### src/rtl/l2_tlb_pkg.sv
// Helpers shared by the L2 TLB tag/data arrays and the PLRU replacement engine.
// Widths are derived from the associativity and set count and cannot be overridden.
package l2_tlb_pkg;

  localparam int MAX_WAYS = 16;

  function automatic int clog2_f(input int v);
    int r;
    r = 0;
    while ((1 << r) < v) r++;
    return r;
  endfunction

  // One bit per heap node; node 0 is unused, so the state is exactly WAYS bits wide.
  function automatic int plru_state_w(input int ways);
    return ways;
  endfunction

endpackage

### src/rtl/l2_tlb_plru_tree.sv
// Combinational tree-PLRU for a single set: picks a victim (invalid ways first) and
// computes the post-touch state for touch_way.
import l2_tlb_pkg::*;

module l2_tlb_plru_tree #(
  parameter  int WAYS  = 4,
  localparam int WAY_W = clog2_f(WAYS)
) (
  input  logic [WAYS-1:0]  state,
  input  logic [WAYS-1:0]  way_valid,
  input  logic [WAY_W-1:0] touch_way,
  output logic [WAY_W-1:0] victim_way,
  output logic             from_invalid,
  output logic [WAYS-1:0]  next_state
);

  logic [WAY_W:0]   walk_n;
  logic [WAY_W:0]   upd_n;
  logic [WAY_W-1:0] plru_way;
  logic [WAY_W-1:0] inv_way;

  // Nodes stay below WAYS inside both walks, so the low WAY_W bits index the state.
  always_comb begin
    walk_n = (WAY_W+1)'(1);
    for (int l = 0; l < WAY_W; l++)
      walk_n = {walk_n[WAY_W-1:0], state[walk_n[WAY_W-1:0]]};
    plru_way = walk_n[WAY_W-1:0];
  end

  always_comb begin
    next_state = state;
    upd_n      = (WAY_W+1)'(1);
    for (int l = WAY_W-1; l >= 0; l--) begin
      next_state[upd_n[WAY_W-1:0]] = ~touch_way[l];
      upd_n = {upd_n[WAY_W-1:0], touch_way[l]};
    end
    next_state[0] = 1'b0;
  end

  always_comb begin
    inv_way = '0;
    for (int i = WAYS-1; i >= 0; i--)
      if (!way_valid[i]) inv_way = WAY_W'(i);
    from_invalid = ~&way_valid;
    victim_way   = from_invalid ? inv_way : plru_way;
  end

endmodule

### src/rtl/l2_tlb_plru_repl.sv
// Per-set tree-PLRU replacement engine for the L2 TLB; victim response one cycle after lookup.
// Optional L2_TLB_REPL_BYPASS_EN: forward a same-cycle touch/flush into the lookup.
import l2_tlb_pkg::*;

module l2_tlb_plru_repl #(
  parameter  int WAYS  = 4,
  parameter  int SETS  = 64,
  localparam int WAY_W = clog2_f(WAYS),
  localparam int SET_W = clog2_f(SETS)
) (
  input  logic             clk,
  input  logic             reset,
  input  logic             lkp_valid,
  input  logic [SET_W-1:0] lkp_set,
  input  logic [WAYS-1:0]  lkp_way_valid,
  output logic             rsp_valid,
  output logic [WAY_W-1:0] rsp_way,
  output logic             rsp_from_invalid,
  input  logic             touch_valid,
  input  logic [SET_W-1:0] touch_set,
  input  logic [WAY_W-1:0] touch_way,
  input  logic             flush
);

  logic [SETS-1:0][WAYS-1:0] state_q, state_d;
  logic                      rsp_valid_q, rsp_valid_d;
  logic [WAY_W-1:0]          rsp_way_q, rsp_way_d;
  logic                      rsp_inv_q, rsp_inv_d;

  logic [WAYS-1:0]  tch_next;
  logic [WAYS-1:0]  lkp_state;
  logic [WAY_W-1:0] lkp_victim;
  logic             lkp_from_inv;
  logic [WAYS-1:0]  lkp_next_unused;
  logic [WAY_W-1:0] tch_victim_unused;
  logic             tch_inv_unused;

  l2_tlb_plru_tree #(.WAYS(WAYS)) u_tch_tree (
    .state        (state_q[touch_set]),
    .way_valid    ({WAYS{1'b1}}),
    .touch_way    (touch_way),
    .victim_way   (tch_victim_unused),
    .from_invalid (tch_inv_unused),
    .next_state   (tch_next)
  );

  always_comb begin
`ifdef L2_TLB_REPL_BYPASS_EN
    if (flush)                                       lkp_state = '0;
    else if (touch_valid && (touch_set == lkp_set))  lkp_state = tch_next;
    else                                             lkp_state = state_q[lkp_set];
`else
    lkp_state = state_q[lkp_set];
`endif
  end

  l2_tlb_plru_tree #(.WAYS(WAYS)) u_lkp_tree (
    .state        (lkp_state),
    .way_valid    (lkp_way_valid),
    .touch_way    ({WAY_W{1'b0}}),
    .victim_way   (lkp_victim),
    .from_invalid (lkp_from_inv),
    .next_state   (lkp_next_unused)
  );

  // Flush beats a same-cycle touch.
  always_comb begin
    state_d = state_q;
    if (flush)            state_d = '0;
    else if (touch_valid) state_d[touch_set] = tch_next;
  end

  always_comb begin
    rsp_valid_d = lkp_valid;
    rsp_way_d   = lkp_valid ? lkp_victim   : rsp_way_q;
    rsp_inv_d   = lkp_valid ? lkp_from_inv : rsp_inv_q;
  end

  always_ff @(posedge clk or posedge reset) begin
    if (reset) begin
      state_q     <= '0;
      rsp_valid_q <= 1'b0;
      rsp_way_q   <= '0;
      rsp_inv_q   <= 1'b0;
    end else begin
      state_q     <= state_d;
      rsp_valid_q <= rsp_valid_d;
      rsp_way_q   <= rsp_way_d;
      rsp_inv_q   <= rsp_inv_d;
    end
  end

  assign rsp_valid        = rsp_valid_q;
  assign rsp_way          = rsp_way_q;
  assign rsp_from_invalid = rsp_inv_q;

endmodule
### config.mk
export PLATFORM = sky130hd
export DESIGN_NAME = l2_tlb_plru_repl
export DESIGN_NICKNAME = d
export VERILOG_FILES = /design/src/rtl/l2_tlb_pkg.sv /design/src/rtl/l2_tlb_plru_tree.sv /design/src/rtl/l2_tlb_plru_repl.sv
export SDC_FILE = /design/constraint.sdc
export NUM_CORES = 1
export LEC_CHECK = 0
export CAP_MARGIN = 0
export CORE_MARGIN = 2
export CORE_UTILIZATION = 35
export CTS_BUF_LIST = sky130_fd_sc_hd__clkbuf_8 sky130_fd_sc_hd__clkbuf_16
export CTS_CLUSTER_DIAMETER = 50
export CTS_CLUSTER_SIZE = 25
export DETAILED_ROUTE_END_ITERATION = 6
export PLACE_DENSITY_LB_ADDON = 0.2
export SLEW_MARGIN = 10
export SYNTH_ARGS = -nofsm -noshare
export SYNTH_HDL_FRONTEND = slang
export SYNTH_SLANG_ARGS = --single-unit
export TNS_END_PERCENT = 50
### constraint.sdc
create_clock -name clk -period 17.25 [get_ports clk]
set_clock_uncertainty 0.15 [all_clocks]
set_input_delay 2.5875 -clock clk [delete_from_list [all_inputs] [get_ports clk]]
set_output_delay 2.5875 -clock clk [all_outputs]
set_load 0.02 [all_outputs]
Word level (Yosys, flattened, before mapping)
Index checks and enable logic that the tools add are counted.
- register bits: 260
- logic and storage cells: 99
- input port bits: 23
- reduce and logical (&&, ||, !) cells: 5
- multiplexer cells: 19
- bitwise logic cells: 2
- magnitude comparators: 6
- operators with widths (cell ; count):
    $mux 256 ; 2
    $bwmux 256 ; 1
    $bmux 4 s6 ; 2
    $demux 4 s6 ; 1
    $lt 6x7->1 const B ; 2
    $mux 4 ; 3
    $mux 2 ; 5
    $ge 6x1->1 const B ; 1
    $lt 2x3->1 const B ; 2
    $bwmux 4 ; 1
    $reduce_and 4->1 ; 1
    $mux 1 ; 3
    $ge 2x1->1 const B ; 1
    $logic_and 1x1->1 ; 2
    $not 1->1 ; 2
    $reduce_bool 2->1 ; 1
    $demux 1 s1 ; 1
    $logic_not 1->1 ; 1

Depth between registers and ports, before layout
Gate-level depths: netlist (run 1).
- depth in word-level cells: 8
- mapped depth: 12

Cells and area by module
Synthesis (run 1) repeated with hierarchy kept, for this count alone.
- cell total of the unflattened synthesis: 1676
- area total of the unflattened synthesis: 15272.1 um^2
- by module, submodules not included (module ; area each (um^2) ; instances ; cells an instance):
    l2_tlb_plru_repl ; 15104.5 ; 1 ; 1646
    l2_tlb_plru_tree ; 83.8 ; 2 ; 15

Worst setup path after synthesis (run 1)
No wires, ideal clock.
- path type: input to register
- start: in lkp_set[0]
- end: reg rsp_way_q[0], in the netlist rsp_way[0]
- arrival time: 4.528 ns
- buffers on the path: 3
- library setup time: 0.137 ns
- path slack: 12.435 ns
- data required time: 16.963 ns
- stages: 9
- cell sequence: buf_2 > buf_4 > buf_2 > mux4_2 > a211o_1 > a21oi_1 > mux2i_1 > nand4b_1 > o2111ai_1
- longest elaborated chain between the ends: 5
- RTL lines (what ; line ; text):
    start: declaration ; l2_tlb_plru_repl.sv:14 ; input logic [SET_W-1:0] lkp_set,
    $bmux 4 s6 ; l2_tlb_plru_repl.sv:53 ; lkp_state = state_q[lkp_set];
    $mux 4 (implied by the code) ; l2_tlb_plru_repl.sv:53 ;
    $mux 1 (implied by the code) (2 in a row) ; l2_tlb_plru_tree.sv:26 ; walk_n = {walk_n[WAY_W-1:0], state[walk_n[WAY_W-1:0]]};
    $mux 2 ; l2_tlb_plru_tree.sv:45 ; victim_way = from_invalid ? inv_way : plru_way;
    end signal: assignment ; l2_tlb_plru_repl.sv:88 ; rsp_way_q <= rsp_way_d;
    end: declaration ; l2_tlb_plru_repl.sv:27 ; logic [WAY_W-1:0] rsp_way_q, rsp_way_d;
Every way passes these cells. The select of a mux whose other input is x is not followed.
A chain may end at the register's enable or synchronous reset.

Worst setup path after layout (run 1)
- start: in touch_set[0]
- end: reg state_q[166] in the netlist's numbering
- longest elaborated chain between the ends: 7
- elaborated cells on any way between the ends: 11
- RTL lines (what ; line ; text):
    start: declaration ; l2_tlb_plru_repl.sv:20 ; input logic [SET_W-1:0] touch_set,
    $lt 6x7->1 (implied by the code) or $ge 6x1->1 (tied branches) ; l2_tlb_plru_repl.sv:70 ; else if (touch_valid) state_d[touch_set] = tch_next;
    $logic_and 1x1->1 (implied by the code) ; l2_tlb_plru_repl.sv:70 ;
    $mux 4 (implied by the code) ; l2_tlb_plru_repl.sv:70 ;
    $demux 4 s6 ; l2_tlb_plru_repl.sv:70 ;
    $bwmux 256 * ; l2_tlb_plru_repl.sv:70 ;
    $mux 256 * ; l2_tlb_plru_repl.sv:70 ;
    $mux 256 * ; l2_tlb_plru_repl.sv:69 ; if (flush) state_d = '0;
    end signal: assignment ; l2_tlb_plru_repl.sv:86 ; state_q <= state_d;
    end: declaration ; l2_tlb_plru_repl.sv:25 ; logic [SETS-1:0][WAYS-1:0] state_q, state_d;
Every way passes the cells marked *; elsewhere a longest branch is shown, timed or not. The select of a mux whose other input is x is not followed.

==> results.cfg, run 1 <==
[logic_synthesis]
syn_inst = 1055
synth-seq-cells = 196
syn_nets = 1078
synth_enable_flop_cells = 0
fraction_of_the_yosys_area_taken_by_sequential_cells = 0.440
synth_flop_cell = sky130_fd_sc_hd__dfrtp_1
synth_cell_type_count = 54
share_of_flip_flops_with_an_asynchronous_set_or_reset = 1.00
synth.yosys.warnings = 0
postSynthAreaPerCell_um2 = 10.6
post_synth_instance_area_um2 = 11200

[place]
total_placed_cells_including_tap_cells = 1417
pre_cts_ws_ps = 10970
post-dp-hpwl_mm = 19.9
port-buffer-count = 26
final_replace_weighted_congestion = 0.784

[grt]
grt_pass1_vias = 8282
grtUsageTotal = 0.203
grt.overflow.total = 0
largest_net_degree_at_the_start_of_global_routing = 126
antenna_violations_before_repair = 0
wire_length_of_the_first_global_routing_pass_mm = 51.5

[timing]
report.final.slew_viol_count = 0
fmax_ghz = 0.174
worst_relative_slew_slack = 0.154
timing.final.crit_share = 0.333
layout_setup_ws_ps = 11500
timing_hold_violations_final = 0
worst_max_slew_pin_slew_ps = 1260
final_period_minus_worst_setup_slack_ps = 5750
setup_violations = 0
rsz_0062_raised_after_global_routing = no
setup_total_negative_slack_ps = 0

[floorplan]
die_y_um = 182
core_region_area_um2 = 31500
effective_utilization_at_floorplan = 0.354
die-width_um = 182
io_pins = 27
die_outline_area_um2 = 33300
num_rows = 65

[worst_setup_path]
setup.reg_to_reg.worst_slack_ps = 13970
setup.worst_path.class = in -> reg
critical_path.endpoint_type = flop
startpoint_type = primary input
r2r_end = state_q[166]
crit_path_dat_ps = 5870
worst_ep_required_time_ps = 17370
reg2reg_from = state_q[6]
depth_of_the_worst_register_to_register_path = 7
cp_max_fo = 64

[cts]
clock_tree.root_cell = sky130_fd_sc_hd__clkbuf_16
clk_transition_reported_paths_ps = 70
ctsLongestPathBuffers = 2
post-cts-setup-buffer-count = 0
clock_sinks = 196
cts_made_buffers = 17
insertion_delay_ps = 460
cts_tree = yes
post_cts_hold_buffer_count = 0
post_cts_resize_count = 0
cts_max_level = 4

[final_layout]
final_nets = 1057
num_antenna_cells = 0
flow.area_growth_from_synthesis_pct = 8.38
post_route_cells_drive_above_1_share = 0.193
instances_no_fill = 1449

[min_path]
worstHoldEndpoint = state_q[89]
hold_start = state_q[89]
min_path_cells = 2
worst_hold_path_type = reg -> reg

[detailed_routing]
antenna_violating_nets_post_route = 0
vias = 8430
routed_wl_mm = 32.5
drt_iter0_drc = 775
viasPerCell = 5.82
route.detailed.drc = 0
drt_pass1_iterations = 5
post_drt_wl_per_cell_um = 22.4

[pwr]
total_leakage_power_nw = 4.93
vdd_ir_drop_max_mv = 0.0646
pwr_density_cell_nw_per_um2 = 81.3

[run]
cap_violations = 0

[outcome]
status = completed
[state kept, by name, summed over array words and instances, names as in the netlist]
register and flops:
rsp_from_invalid 1, rsp_valid 1, rsp_way 2, state_q 192
[placed cells by master, fill, tap and decap left out, types with 3 or more instances in the layout]
cell type / count
sky130_fd_sc_hd__a211o_1: 3
sky130_fd_sc_hd__buf_2: 5
sky130_fd_sc_hd__nand2_1: 96
sky130_fd_sc_hd__buf_4: 14
sky130_fd_sc_hd__and2_1: 3
sky130_fd_sc_hd__inv_1: 6
sky130_fd_sc_hd__mux2i_1: 15
sky130_fd_sc_hd__o22ai_1: 5
sky130_fd_sc_hd__mux4_2: 62
sky130_fd_sc_hd__o21ai_2: 60
sky130_fd_sc_hd__inv_8: 5
sky130_fd_sc_hd__o21ai_0: 74
sky130_fd_sc_hd__a21oi_1: 76
sky130_fd_sc_hd__dfrtp_1: 196
sky130_fd_sc_hd__nor2b_1: 13
sky130_fd_sc_hd__inv_6: 5
sky130_fd_sc_hd__a22oi_1: 15
sky130_fd_sc_hd__mux2_2: 19
sky130_fd_sc_hd__nor2_1: 143
sky130_fd_sc_hd__and3b_1: 4
sky130_fd_sc_hd__nand4_1: 3
sky130_fd_sc_hd__nand3b_1: 129
sky130_fd_sc_hd__clkbuf_16: 17
sky130_fd_sc_hd__a221oi_1: 11
sky130_fd_sc_hd__clkdlybuf4s50_1: 19
sky130_fd_sc_hd__nand2b_1: 3
sky130_fd_sc_hd__nand3_1: 8
[per-layer routing]
metal / global-route usage / wire length, um / vias up
met5: 0 / 0 / -
met4: 0.0490 / 390 / 0
met3: 0.0299 / 1780 / 26
met2: 0.315 / 15000 / 268
met1: 0.300 / 15300 / 4312
li1: - / - / 3824
[through the flow]
stage,hold WS (ps),power (mW),util,cell area [um2]
finish,363,0.982,0.384,12100
global placement,340,0.560,0.365,11500
global route,390,1.02,0.384,12100
detailed placement,353,0.561,0.365,11500
floorplan,325,0.536,-,11200
CTS,371,0.991,0.384,12100
[worst max-delay path, stage by stage]
cell	delay, ps
sky130_fd_sc_hd__buf_2	90
sky130_fd_sc_hd__buf_4	520
sky130_fd_sc_hd__mux4_1	630
sky130_fd_sc_hd__mux2_2	270
sky130_fd_sc_hd__o2bb2ai_1	130
sky130_fd_sc_hd__a211oi_1	300
sky130_fd_sc_hd__nand4_1	150
sky130_fd_sc_hd__nand2_2	890
sky130_fd_sc_hd__o21ai_0	260
[how the worst max path moves through the flow]
stage | from | end | slack (ps)
after floorplan | reset | rsp_from_invalid | 9170
after global placement | touch_set[0] | state_q[142] | 11100
after detailed placement | touch_set[0] | state_q[74] | 10970
after CTS | touch_set[0] | state_q[166] | 11480
after global routing | touch_set[0] | state_q[166] | 11290
final | touch_set[0] | state_q[166] | 11500
[synth_stat cells (all sizes together) (5+ instances only)]
library cell  number  area share
dfrtp            196        0.44
buf               35       0.031
mux4              64        0.13
a22oi             16       0.011
mux2i             15       0.013
a21oi             76       0.034
nor2b             13      0.0073
o22ai              5      0.0028
clkbuf            43       0.015
o21ai            134       0.080
nand2             98       0.034
nand3              8      0.0036
mux2              20       0.020
nor2             143       0.048
a221oi            12       0.010
nand3b           129       0.087
inv                7      0.0024
[area by class of cell]
class | instances | area (um2)
fill | 3082 | 19400
multi-input combinational | 774 | 5710
sequential | 196 | 4900
tap | 402 | 503
clock buffer | 17 | 425
timing repair buffer | 38 | 320
clock inverter | 15 | 188
inverter | 7 | 33.8
[logic make-up after synthesis]
logic type / count (synthesis) / share of synthesized area
simple gates: 415 / 0.197
compound gates: 260 / 0.151
flops: 196 / 0.440
mux: 99 / 0.164
buf+inv: 85 / 0.0487
[where the power goes]
group | leakage, nW | internal (mW) | switching [mW]
clock network | 0.304 | 0.222 | 0.210
logic | 1.90 | 0.0258 | 0.0614
registers | 2.73 | 0.461 | 0.00162
total | 4.93 | 0.709 | 0.273
Power figures use the tool's default switching activity.
==> inputs of run 2 (changes only) <==
clock period = 5.1 ns   (was 17.25 ns; I/O delays follow)
==> results.cfg, run 2 (synthesis results as in run 1) <==
[outcome]
status = completed

[worst_setup_path]
depth_of_the_worst_register_to_register_path = 8
cp_max_fo = 39
startpoint_type = primary input
reg2reg_from = state_q[18]
setup.worst_path.class = in -> reg
cp-startpoint = touch_set[0]
worst_ep_required_time_ps = 5270
critical_path.endpoint_type = flop
crit_path_dat_ps = 3550

[pwr]
pwr_density_cell_nw_per_um2 = 266
vdd_ir_drop_max_mv = 0.211
sequentialPowerShare = 0.484
total_leakage_power_nw = 4.98
internal_power_mw = 2.38
power.share.combinational = 0.092
switchingPower_uw = 851
clock_power_share = 0.423
switching_share = 0.263

[cts]
clock_tree.root_cell = sky130_fd_sc_hd__clkbuf_16
post-cts-setup-buffer-count = 0
post_cts_hold_buffer_count = 0
ctsLongestPathBuffers = 2
cts_tree = yes
post_cts_resize_count = 0
cts_made_buffers = 17
cts_max_level = 4
clk_transition_reported_paths_ps = 70
clock_sinks = 196
insertion_delay_ps = 450

[floorplan]
num_rows = 65
effective_utilization_at_floorplan = 0.354
die-width_um = 182
die_outline_area_um2 = 33300
io_pins = 27
die_y_um = 182
core_region_area_um2 = 31500

[final_layout]
final_nets = 1068
layout.cells.most_common = sky130_fd_sc_hd__dfrtp_1
instances_no_fill = 1461
stdcell_area_um2 = 12200
largest-register = state_q
most-common-layout-cells = 196 x sky130_fd_sc_hd__dfrtp_1, 143 x sky130_fd_sc_hd__nor2_1, 129 x sky130_fd_sc_hd__nand3b_1
largest_reg_flops = 192
flow.area_growth_from_synthesis_pct = 9.12
area.sequential_um2 = 4900
multiInputGateArea_um2 = 5720
n_fill_cell = 3075
post_route_cells_drive_above_1_share = 0.199

[place]
port-buffer-count = 26
total_placed_cells_including_tap_cells = 1428
post-dp-hpwl_mm = 21.5
placed_area_um2 = 11600
final_replace_weighted_congestion = 0.809

[timing]
timing_hold_violations_final = 0
report.final.slew_viol_count = 0
setup_total_negative_slack_ps = 0
timing.final.crit_share = 0.664
setup_violations = 0
final_period_minus_worst_setup_slack_ps = 3390
fmax_ghz = 0.295
worst_relative_slew_slack = 0.203
worst_max_slew_pin_slew_ps = 1190
rsz_0062_raised_after_global_routing = no

[grt]
grt_pass1_vias = 8277
largest_net_degree_at_the_start_of_global_routing = 117
grtUsageTotal = 0.202
grt.overflow.total = 0
wire_length_of_the_first_global_routing_pass_mm = 51.3
antenna_violations_before_repair = 2

[detailed_routing]
drt_iter0_drc = 795
post_drt_wl_per_cell_um = 22.0
route.detailed.drc = 0
antenna_violating_nets_post_route = 0
viasPerCell = 5.73
routed_wl_mm = 32.1
vias = 8373
drt_pass1_iterations = 5

[run]
cap_violations = 0

[min_path]
worst_hold_path_type = reg -> reg
hold_start = state_q[221]
min_path_cells = 2
-- run 2: changes by cell type in the layout (fill, tap and decap cells not counted), sizes merged --
cell      delta
diode        +1
clkinv       +1
buf         +11
inv          -3
clkinvlp     +2
-- run 2: cell type report --
type / instances / area share
well taps: 402 / 0.0413
diodes: 1 / 0.000206
clock buffers: 17 / 0.0350
repair buffers: 49 / 0.0352
inverters: 7 / 0.00247
multi-input cells: 774 / 0.470
flip-flops and latches: 196 / 0.403
clock inverters: 15 / 0.0131
-- run 2: worst paths after layout --
check | end | slack, ps
max in group asynchronous | state_q[18] | 3140
min in group asynchronous | state_q[233] | 700
worst min-delay path | state_q[221] | 360
worst min register to register | state_q[221] | 360
worst max register to register | state_q[26] | 2270
worst max-delay path | state_q[26] | 1710
-- run 2: stage by stage --
step / power (mW) / worst slack [ps] / util / hold WS, ps
finish: 3.23 / 1710 / 0.387 / 358
detailed placement: 1.90 / 1250 / 0.368 / 351
floorplan: 1.81 / 1650 / - / 325
CTS: 3.28 / 1730 / 0.387 / 368
global placement: 1.90 / 1320 / 0.368 / 340
global route: 3.36 / 1500 / 0.387 / 393
-- run 2: power by group through the flow --
stage	sequential, mW	clock (mW)	combinational [mW]
after global routing	1.57	1.47	0.324
after CTS	1.57	1.41	0.303
after floorplan	1.60	0	0.217
final	1.57	1.37	0.298
after detailed placement	1.60	0	0.303
after global placement	1.60	0	0.302
-- run 2: per-layer routing --
metal / vias to the layer above / global-route usage / wire length, um
li1: 3842 / - / -
met1: 4288 / 0.291 / 15000
met2: 209 / 0.310 / 14900
met3: 32 / 0.0405 / 1650
met4: 2 / 0.0529 / 524
met5: - / 0 / 13
-- run 2: worst max-delay path: stages --
cell                       delay (ps)
sky130_fd_sc_hd__buf_2            300
sky130_fd_sc_hd__buf_4            450
sky130_fd_sc_hd__mux2_2           400
sky130_fd_sc_hd__a221oi_1         260
sky130_fd_sc_hd__o22ai_1          130
sky130_fd_sc_hd__a22oi_1          230
sky130_fd_sc_hd__nand4_1          140
sky130_fd_sc_hd__nand2_2          440
sky130_fd_sc_hd__buf_12           260
sky130_fd_sc_hd__o21ai_0          120
==> variant (flow settings as in run 2) <==
The option `L2_TLB_REPL_BYPASS_EN` is turned on by a define.
--- a/src/rtl/l2_tlb_plru_repl.sv
+++ b/src/rtl/l2_tlb_plru_repl.sv
@@ -1,4 +1,6 @@
 // Per-set tree-PLRU replacement engine for the L2 TLB; victim response one cycle after lookup.
 // Optional L2_TLB_REPL_BYPASS_EN: forward a same-cycle touch/flush into the lookup.
+`define L2_TLB_REPL_BYPASS_EN
+
 import l2_tlb_pkg::*;
 
Formal check against the unedited RTL: not equivalent (Yosys sat finds a counterexample within 4 cycles, from zero or initial values and one cycle with reset high).
==> variant against run 2 <==
Worst setup slack lost 0.73 ns. Routed wire length grew 12%. Hold slack gained 0.012 ns. Critical path type unchanged. Register-to-register slack lost 0.09 ns. Sequential share of layout area shrank 0.15 points. Cell area grew 0.37%. Sequential cell count is the same. Power shrank 0.90%. Area after synthesis grew 0.90%.
==> variant: results (changes against run 2) <==
status: completed
Nets: 1148 (+7.5%)
Root Driver: clkbuf_16
vias in the first global route: 8968 (+8.3%)
DRT iter0 DRCs: 944 (+19%)
GPL Wtd Cong: 0.901 (+11%)
WP data arrival: 4.33 ns (+0.78 ns)
Setup crit start: touch_set[2]
Placement Setup Slack: 0.599 ns (-0.655 ns)
DR vias/cell: 5.91 (+3.2%)
Critical-path top delay cell: clkdlybuf4s50_1
largest net degree at the start of global routing: 146 (+25%)
Hold Path Cell Cnt: 2 (unchanged)
Detail Placement HPWL: 23600 um (+9.8%)
antenna violations before repair: 1 (-1)
CP Max Fanout: 64 (+64%)
GRT Total Usage: 22.2% (+2.0 points)
FF-to-FF Start: state_q[203]$_DFFE_PP0P_
global-route wire length before repair: 56700 um (+10%)
top cells by area, synth: dfrtp_1 44%, mux4_2 13%, a21oi_1 5.8%
Routed WL: 35900 um (+12%)
Post-DP Area: 11700 um^2 (+0.84%)
Synth Area in Compound Gates: 17.4% (+2.3 points)
met1 usage: 33.0% (+3.9 points)
mux cell area share after synthesis: 18.8% (+2.4 points)
Post-Synth XOR/XNOR Area: 0.467% (+0.47 points)
Synth cell types: 59 (+9.3%)
worst hold path endpoint: rsp_way[1]$_DFFE_PP0P_
met3 Track Usage GR: 4.25% (+0.20 points)
Hold WS: 0.370 ns (+0.0117 ns)
crit share post-route: 80.7% (+14 points)
top cells by count, synth: 196 x dfrtp_1, 157 x nor2_1, 142 x nand2_1
layout cells sized above 1: 13.2% (-6.8 points)
r2r setup slk: 2.18 ns (-0.09 ns)
VDD IR max: 0.000245 V (+16%)
P_leak: 0.00478 uW (-4.1%)
cts repair resizes: 0 (unchanged)
Rel. slew slack: 22.5% (+2.2 points)
register area share after synthesis: 43.6% (-0.39 points)
==> variant: cell types whose count changed in the layout (fill, tap and decap cells not counted), moves of 38 or more <==
cell / run 2 / this run
o21ai_2: 60 / 0
a21oi_1: 76 / 131
nand2_1: 96 / 142
o21ai_0: 74 / 112
mux2i_1: 15 / 54
a211oi_1: 2 / 53
nand3b_1: 129 / 3
==> variant: cells by family (layout without fill, tap and decap cells) <==
family	after synthesis	in the layout
xor gates and xnor gates	6	6
AOI/OAI and AO/OA	335	335
DFF	196	196
buffers and inverters	113	95
other	0	1
muxes	126	126
and+or+nand+nor	379	379
==> variant: layout make-up <==
type	count	area, um^2
Antenna cell	1	2.50
Clock buffer	17	425
Clock inverter	14	106
Fill cell	3121	19400
Inverter	8	33.8
Multi-Input combinational cell	846	5760
Sequential cell	196	4900
Tap cell	402	503
Timing Repair Buffer	56	474
==> variant: how the worst max path moves through the flow <==
stage,to,cells after the start
after floorplan,rsp_from_invalid$_DFFE_PP0P_,1
after global placement,state_q[102]$_DFFE_PP0P_,10
after detailed placement,state_q[102]$_DFFE_PP0P_,10
after CTS,state_q[102]$_DFFE_PP0P_,10
after global routing,state_q[102]$_DFFE_PP0P_,10
final,state_q[102]$_DFFE_PP0P_,10
==> variant: routing by layer <==
metal,share of wire (%),vias up
met1,49,4665
met3,5.2,37
met5,0.036,-
li1,-,4134
met4,1.6,2
met2,45,268
==> variant: stage by stage <==
step	instances	total power, uW
after floorplan	1155	1830
after global placement	1508	1940
after detailed placement	1508	1940
after CTS	1539	3230
after global routing	1539	3320
final	1540	3200
==> variant: power by group <==
part	internal, uW	leakage [uW]	switching (uW)	total, uW
logic	92.8	0.00180	244	337
registers	1560	0.00273	5.99	1570
clock network	629	0.000252	672	1300
==> variant: worst register-to-register path, stage by stage, from the launching register on <==
cell     delay (ns)
dfrtp_1        0.43
nand2_1        0.07
mux4_2         0.48
a31oi_1        0.27
nor4_2         0.12
a22oi_4        0.65
buf_4          0.43
nand2_1        0.10
a21oi_1        0.14
